==> src/rtl/cmd_input_conditioner.sv <==
// Run/halt switch front end: synchronise, debounce and edge-detect two raw
// switch inputs into clean clk-domain command pulses and debounced levels.

// One switch channel: 2-FF synchroniser, saturating-free debounce counter and
// debounced level. rise_c flags the edge at which the level is about to go 0->1.
module cmd_debounce_ch #(
  parameter int unsigned DEBOUNCE_CYCLES = 4,
  parameter int unsigned CNT_W           = 8
) (
  input  logic clk,
  input  logic reset,
  input  logic raw_i,
  output logic lvl_o,
  output logic rise_c
);

  localparam logic [CNT_W-1:0] CNT_LAST = CNT_W'(DEBOUNCE_CYCLES - 1);

  logic             s1_q;
  logic             s2_q;
  logic             lvl_q;
  logic             lvl_d;
  logic [CNT_W-1:0] cnt_q;
  logic [CNT_W-1:0] cnt_d;

  // Synchroniser, counter and level registers; reset discards any partial count.
  always_ff @(posedge clk) begin
    if (!reset) begin
      s1_q  <= 1'b0;
      s2_q  <= 1'b0;
      lvl_q <= 1'b0;
      cnt_q <= '0;
    end else begin
      s1_q  <= raw_i;
      s2_q  <= s1_q;
      lvl_q <= lvl_d;
      cnt_q <= cnt_d;
    end
  end

  // Debounce: count cycles of disagreement, commit the new level on the last one.
  always_comb begin
    lvl_d = lvl_q;
    cnt_d = cnt_q;
    if (s2_q == lvl_q) begin
      cnt_d = '0;
    end else if (cnt_q == CNT_LAST) begin
      lvl_d = s2_q;
      cnt_d = '0;
    end else begin
      cnt_d = cnt_q + CNT_W'(1);
    end
  end

  assign rise_c = lvl_d & ~lvl_q;
  assign lvl_o  = lvl_q;

endmodule

// Two independent channels plus halt-priority pulse generation.
module cmd_input_conditioner #(
  parameter int unsigned DEBOUNCE_CYCLES = 4,
  parameter int unsigned CNT_W           = 8
) (
  input  logic clk,
  input  logic reset,
  input  logic run_raw,
  input  logic halt_raw,
  output logic run,
  output logic halt,
  output logic run_lvl,
  output logic halt_lvl
);

  logic run_rise_c;
  logic halt_rise_c;
  logic run_q;
  logic run_d;
  logic halt_q;
  logic halt_d;

  cmd_debounce_ch #(
    .DEBOUNCE_CYCLES (DEBOUNCE_CYCLES),
    .CNT_W           (CNT_W)
  ) u_run_ch (
    .clk    (clk),
    .reset  (reset),
    .raw_i  (run_raw),
    .lvl_o  (run_lvl),
    .rise_c (run_rise_c)
  );

  cmd_debounce_ch #(
    .DEBOUNCE_CYCLES (DEBOUNCE_CYCLES),
    .CNT_W           (CNT_W)
  ) u_halt_ch (
    .clk    (clk),
    .reset  (reset),
    .raw_i  (halt_raw),
    .lvl_o  (halt_lvl),
    .rise_c (halt_rise_c)
  );

  // Pulse selection: a simultaneous run rise is dropped in favour of halt.
  always_comb begin
    halt_d = halt_rise_c;
    run_d  = run_rise_c & ~halt_rise_c;
  end

  // Pulses are registered at the same edge the debounced level rises.
  always_ff @(posedge clk) begin
    if (!reset) begin
      run_q  <= 1'b0;
      halt_q <= 1'b0;
    end else begin
      run_q  <= run_d;
      halt_q <= halt_d;
    end
  end

  assign run  = run_q;
  assign halt = halt_q;

endmodule

==> config.mk <==
export PLATFORM = sky130hd
export DESIGN_NAME = cmd_input_conditioner
export DESIGN_NICKNAME = d
export VERILOG_FILES = /design/src/rtl/cmd_input_conditioner.sv
export SDC_FILE = /design/constraint.sdc
export NUM_CORES = 1
export LEC_CHECK = 0
export ABC_AREA = 1
export BUFFER_PORTS_ARGS = -buffer_cell sky130_fd_sc_hd__buf_2
export CAP_MARGIN = 5
export CORE_MARGIN = 8
export CORE_UTILIZATION = 41
export DETAILED_ROUTE_END_ITERATION = 7
export GPL_TIMING_DRIVEN = 0
export SETUP_SLACK_MARGIN = 0.4
export SLEW_MARGIN = 0
export SYNTH_ARGS = -nofsm -noshare
export SYNTH_HDL_FRONTEND = slang
export SYNTH_SLANG_ARGS = --single-unit
==> constraint.sdc <==
create_clock -name clk -period 1.14 [get_ports clk]
set_clock_uncertainty 0.05 [all_clocks]
set_input_delay 0 -clock clk [delete_from_list [all_inputs] [get_ports clk]]
set_output_delay 0 -clock clk [all_outputs]
set_load 0.02 [all_outputs]
==> flow_metrics.py <==
metrics = {
    "run_status": {
        "status": "complete, but fails checks",
        "violations": "setup timing",
    },
    "sta": {
        "setup_ws_ns": -0.00606,
        "setup_violations": 1,
        "worst_pin_slew_ns": 0.267,
        "fmax_mhz": 873,
        "rsz0062_at_grt": "true",
        "hold_viol": 0,
        "post-route-period-util_pct": 101,
        "max_slew_margin_pct": 82.2,
        "period_minus_slack_ns": 1.15,
        "slew_viol_final": 0,
    },
    "floorplan": {
        "start_util_pct": 42.7,
        "io-pin-count": 8,
        "die_area_um2": 4400,
        "die_y_um": 66.3,
        "num_rows": 18,
        "core-area_um2": 2430,
        "die_w_um": 66.3,
    },
    "clock_tree": {
        "cts.reportedPaths.clkPinSlew_ns": 0.13,
        "insertion_delay_ns": 0.31,
        "cts_root_buf": "clkbuf_4",
        "cts_tree": "done",
        "cts_htree_levels": 1,
        "cts.sinks": 24,
        "clockBufferDepth": 2,
        "cts_buffers": 3,
    },
    "grt": {
        "grt_pass1_wl_um": 3080,
        "grt.overflow.total": 0,
        "grt_pass1_vias": 770,
        "antenna_found_initial": 0,
        "grt_start_max_net_pins": 13,
        "track_usage_pct": 8.89,
    },
    "setup_path": {
        "regToRegSetupSlack_ns": -0.006,
        "cp_max_fo": 8,
        "rr_worst_depth": 6,
        "cp_data_required_time_ns": 1.34,
        "max_stage_delay_ns": 0.36,
        "r2r-end": "u_run_ch.cnt_q[5]",
        "criticalPathCategory": "register to register",
        "worst_setup_path_start_kind": "register",
        "r2r-start": "u_run_ch.cnt_q[0]",
        "worst_setup_path_end_kind": "register",
        "cp_cell_sequence": "ha_4 > nand2_4 > nor2_4 > nand2_2 > nand3_4 > a21oi_2",
        "cp.arrival_ns": 1.35,
        "cpMaxStageDelayCell": "dfxtp_2",
        "critical_path_buf_inv_count": 0,
        "cp.depth": 6,
        "crit_family": "flip-flops",
    },
    "final_layout": {
        "antenna_cells": 0,
        "area_delta_synth_final_pct": 32.5,
        "layout-drive-gt1-share_pct": 43.4,
        "finalNetCount": 160,
        "fillers": 235,
        "reg_top3": "u_halt_ch.cnt_q (8), u_run_ch.cnt_q (8)",
        "fin_util_pct": 56.6,
        "multi_input_area_um2": 577,
        "fin_area_um2": 1380,
        "regArea_um2": 505,
    },
    "route": {
        "drc": 0,
        "drt_iter0_markers": 36,
        "num_vias": 811,
        "drt-pass1-iter-count": 4,
        "wl_per_cell_um": 10.3,
        "antenna_left": 0,
        "viasPerCell": 4.46,
        "drt_wl_total_um": 1870,
    },
    "synthesis": {
        "syn_nets": 139,
        "ys_types": 17,
        "yosysWarningCount": 0,
        "yosysSeqAreaShare_pct": 46.3,
        "syn_area_per_cell_um2": 7.81,
        "netlist_instances": 133,
        "synth_area_um2": 1040,
        "ys_ff_latch": 24,
    },
    "pwr": {
        "peakVddDrop_uv": 934,
        "power_density_nw_per_um2": 913,
        "p_leak_nw": 0.560,
    },
    "placed_design": {
        "dp_slack_ns": 0.000882,
        "gp_congestion": 0.732,
        "io_buffer_count": 7,
        "dp_hpwl_um": 1280,
        "place_area_um2": 1170,
    },
    "min_path": {
        "hp-start": "reset",
        "hold_class": "primary input to register",
        "min_path_cells": 5,
        "whs_endpoint": "u_halt_ch.lvl_o",
    },
    "flow_run": {
        "cap_violations": 0,
    },
}
area by class of cell:
type | instances | share of cell area, %
multi-input cells | 84 | 41.9
repair buffers | 16 | 10.2
flip-flops and latches | 24 | 36.7
well taps | 30 | 2.73
inverters | 25 | 6.82
clock buffers | 3 | 1.64
worst reg2reg max path: stages, from the launching register on:
cell and delay (ns):
dfxtp_2 0.36, ha_4 0.18, nand2_4 0.07, nor2_4 0.04
nand2_2 0.08, nand3_4 0.15, a21oi_2 0.15
worst max path at each step:
| stage | startpoint | to | slack (ns) |
|---|---|---|---|
| after global routing | u_run_ch.cnt_q[0] | u_run_ch.cnt_q[7] | -0.05 |
| after floorplan | u_run_ch.cnt_q[0] | u_run_ch.cnt_q[6] | 0.09 |
| after global placement | u_halt_ch.cnt_q[0] | u_halt_ch.cnt_q[6] | 0.02 |
| final | u_run_ch.cnt_q[0] | u_run_ch.cnt_q[5] | -0.006 |
| after CTS | u_run_ch.cnt_q[0] | u_run_ch.cnt_q[5] | -0.002 |
| after detailed placement | u_run_ch.cnt_q[0] | u_run_ch.cnt_q[5] | 0.0009 |
synthesized netlist by cell type:
cell type | number | share of area (%)
nand2_1 | 28 | 10
dfxtp_1 | 24 | 46
inv_1 | 23 | 8.3
nor2_1 | 16 | 5.8
nand3_1 | 11 | 5.3
nor2_2 | 7 | 4.2
a21oi_2 | 5 | 4.2
xor2_1 | 4 | 3.4
xnor2_1 | 3 | 2.5
ha_1 | 2 | 2.4
inv_2 | 2 | 0.72
nand2_2 | 2 | 1.2
nand4_1 | 2 | 1.2
a21oi_4 | 1 | 1.6
nand3_4 | 1 | 1.7
o21ai_0 | 1 | 0.48
or2_2 | 1 | 0.60
cells in the final DEF (no fill, tap or decap), types with 4 or more instances in the layout:
cell,Yosys,layout
nand2_1,28,26
inv_1,23,23
dfxtp_2,0,14
nor2_1,16,10
nor2_2,7,9
dfxtp_1,24,8
nand3_2,0,5
nand3_1,11,5
a21oi_2,5,5
buf_4,0,5
nor2_4,0,4
xor2_1,4,4
buf_6,0,4
power breakdown:
| group | total, mW | internal (mW) | switching, mW |
|---|---|---|---|
| clock network | 0.355 | 0.123 | 0.232 |
| logic | 0.0525 | 0.0258 | 0.0268 |
| registers | 0.848 | 0.843 | 0.00558 |
kinds of logic (layout without fill, tap and decap cells):
| logic type | count (synthesis) | count (layout) | synth area share, % |
|---|---|---|---|
| and+or+nand+nor | 68 | 68 | 30.1 |
| buffers and inverters | 25 | 44 | 9.04 |
| DFF | 24 | 24 | 46.3 |
| AOI/OAI and AO/OA | 7 | 7 | 6.26 |
| xor gates and xnor gates | 7 | 7 | 5.90 |
| adders and majority gates | 2 | 2 | 2.41 |
per-layer routing:
layer	GRT usage [%]	part of all wire (%)	up-vias
met5	0	0	-
met4	2.67	1.3	0
met3	4.24	3.6	4
met2	15.7	51	9
met1	9.04	44	358
li1	-	-	440
timing repair:
| item | 4_1_cts | 5_1_grt |
|---|---|---|
| setup endpoints to repair | 24 | 28 |
| hold buffers | 4 | 0 |
| pin swaps | 1 | 3 |
| hold endpoints to repair | 8 | 0 |
| cloned | 0 | 0 |
| resized for setup | 21 | 16 |
| buffers inserted | 2 | 3 |
through the flow:
stage	cells	hold slack (ns)	TNS, ns	total power [mW]
after floorplan	133	0.0435	0	0.893
after global placement	170	0.134	0	0.905
after detailed placement	170	0.141	0	0.907
after CTS	179	0.0221	-0.00188	1.28
after global routing	182	0.0480	-0.385	1.33
final	182	0.0481	-0.00606	1.26
No activity file was read; power rests on OpenSTA's default activity.
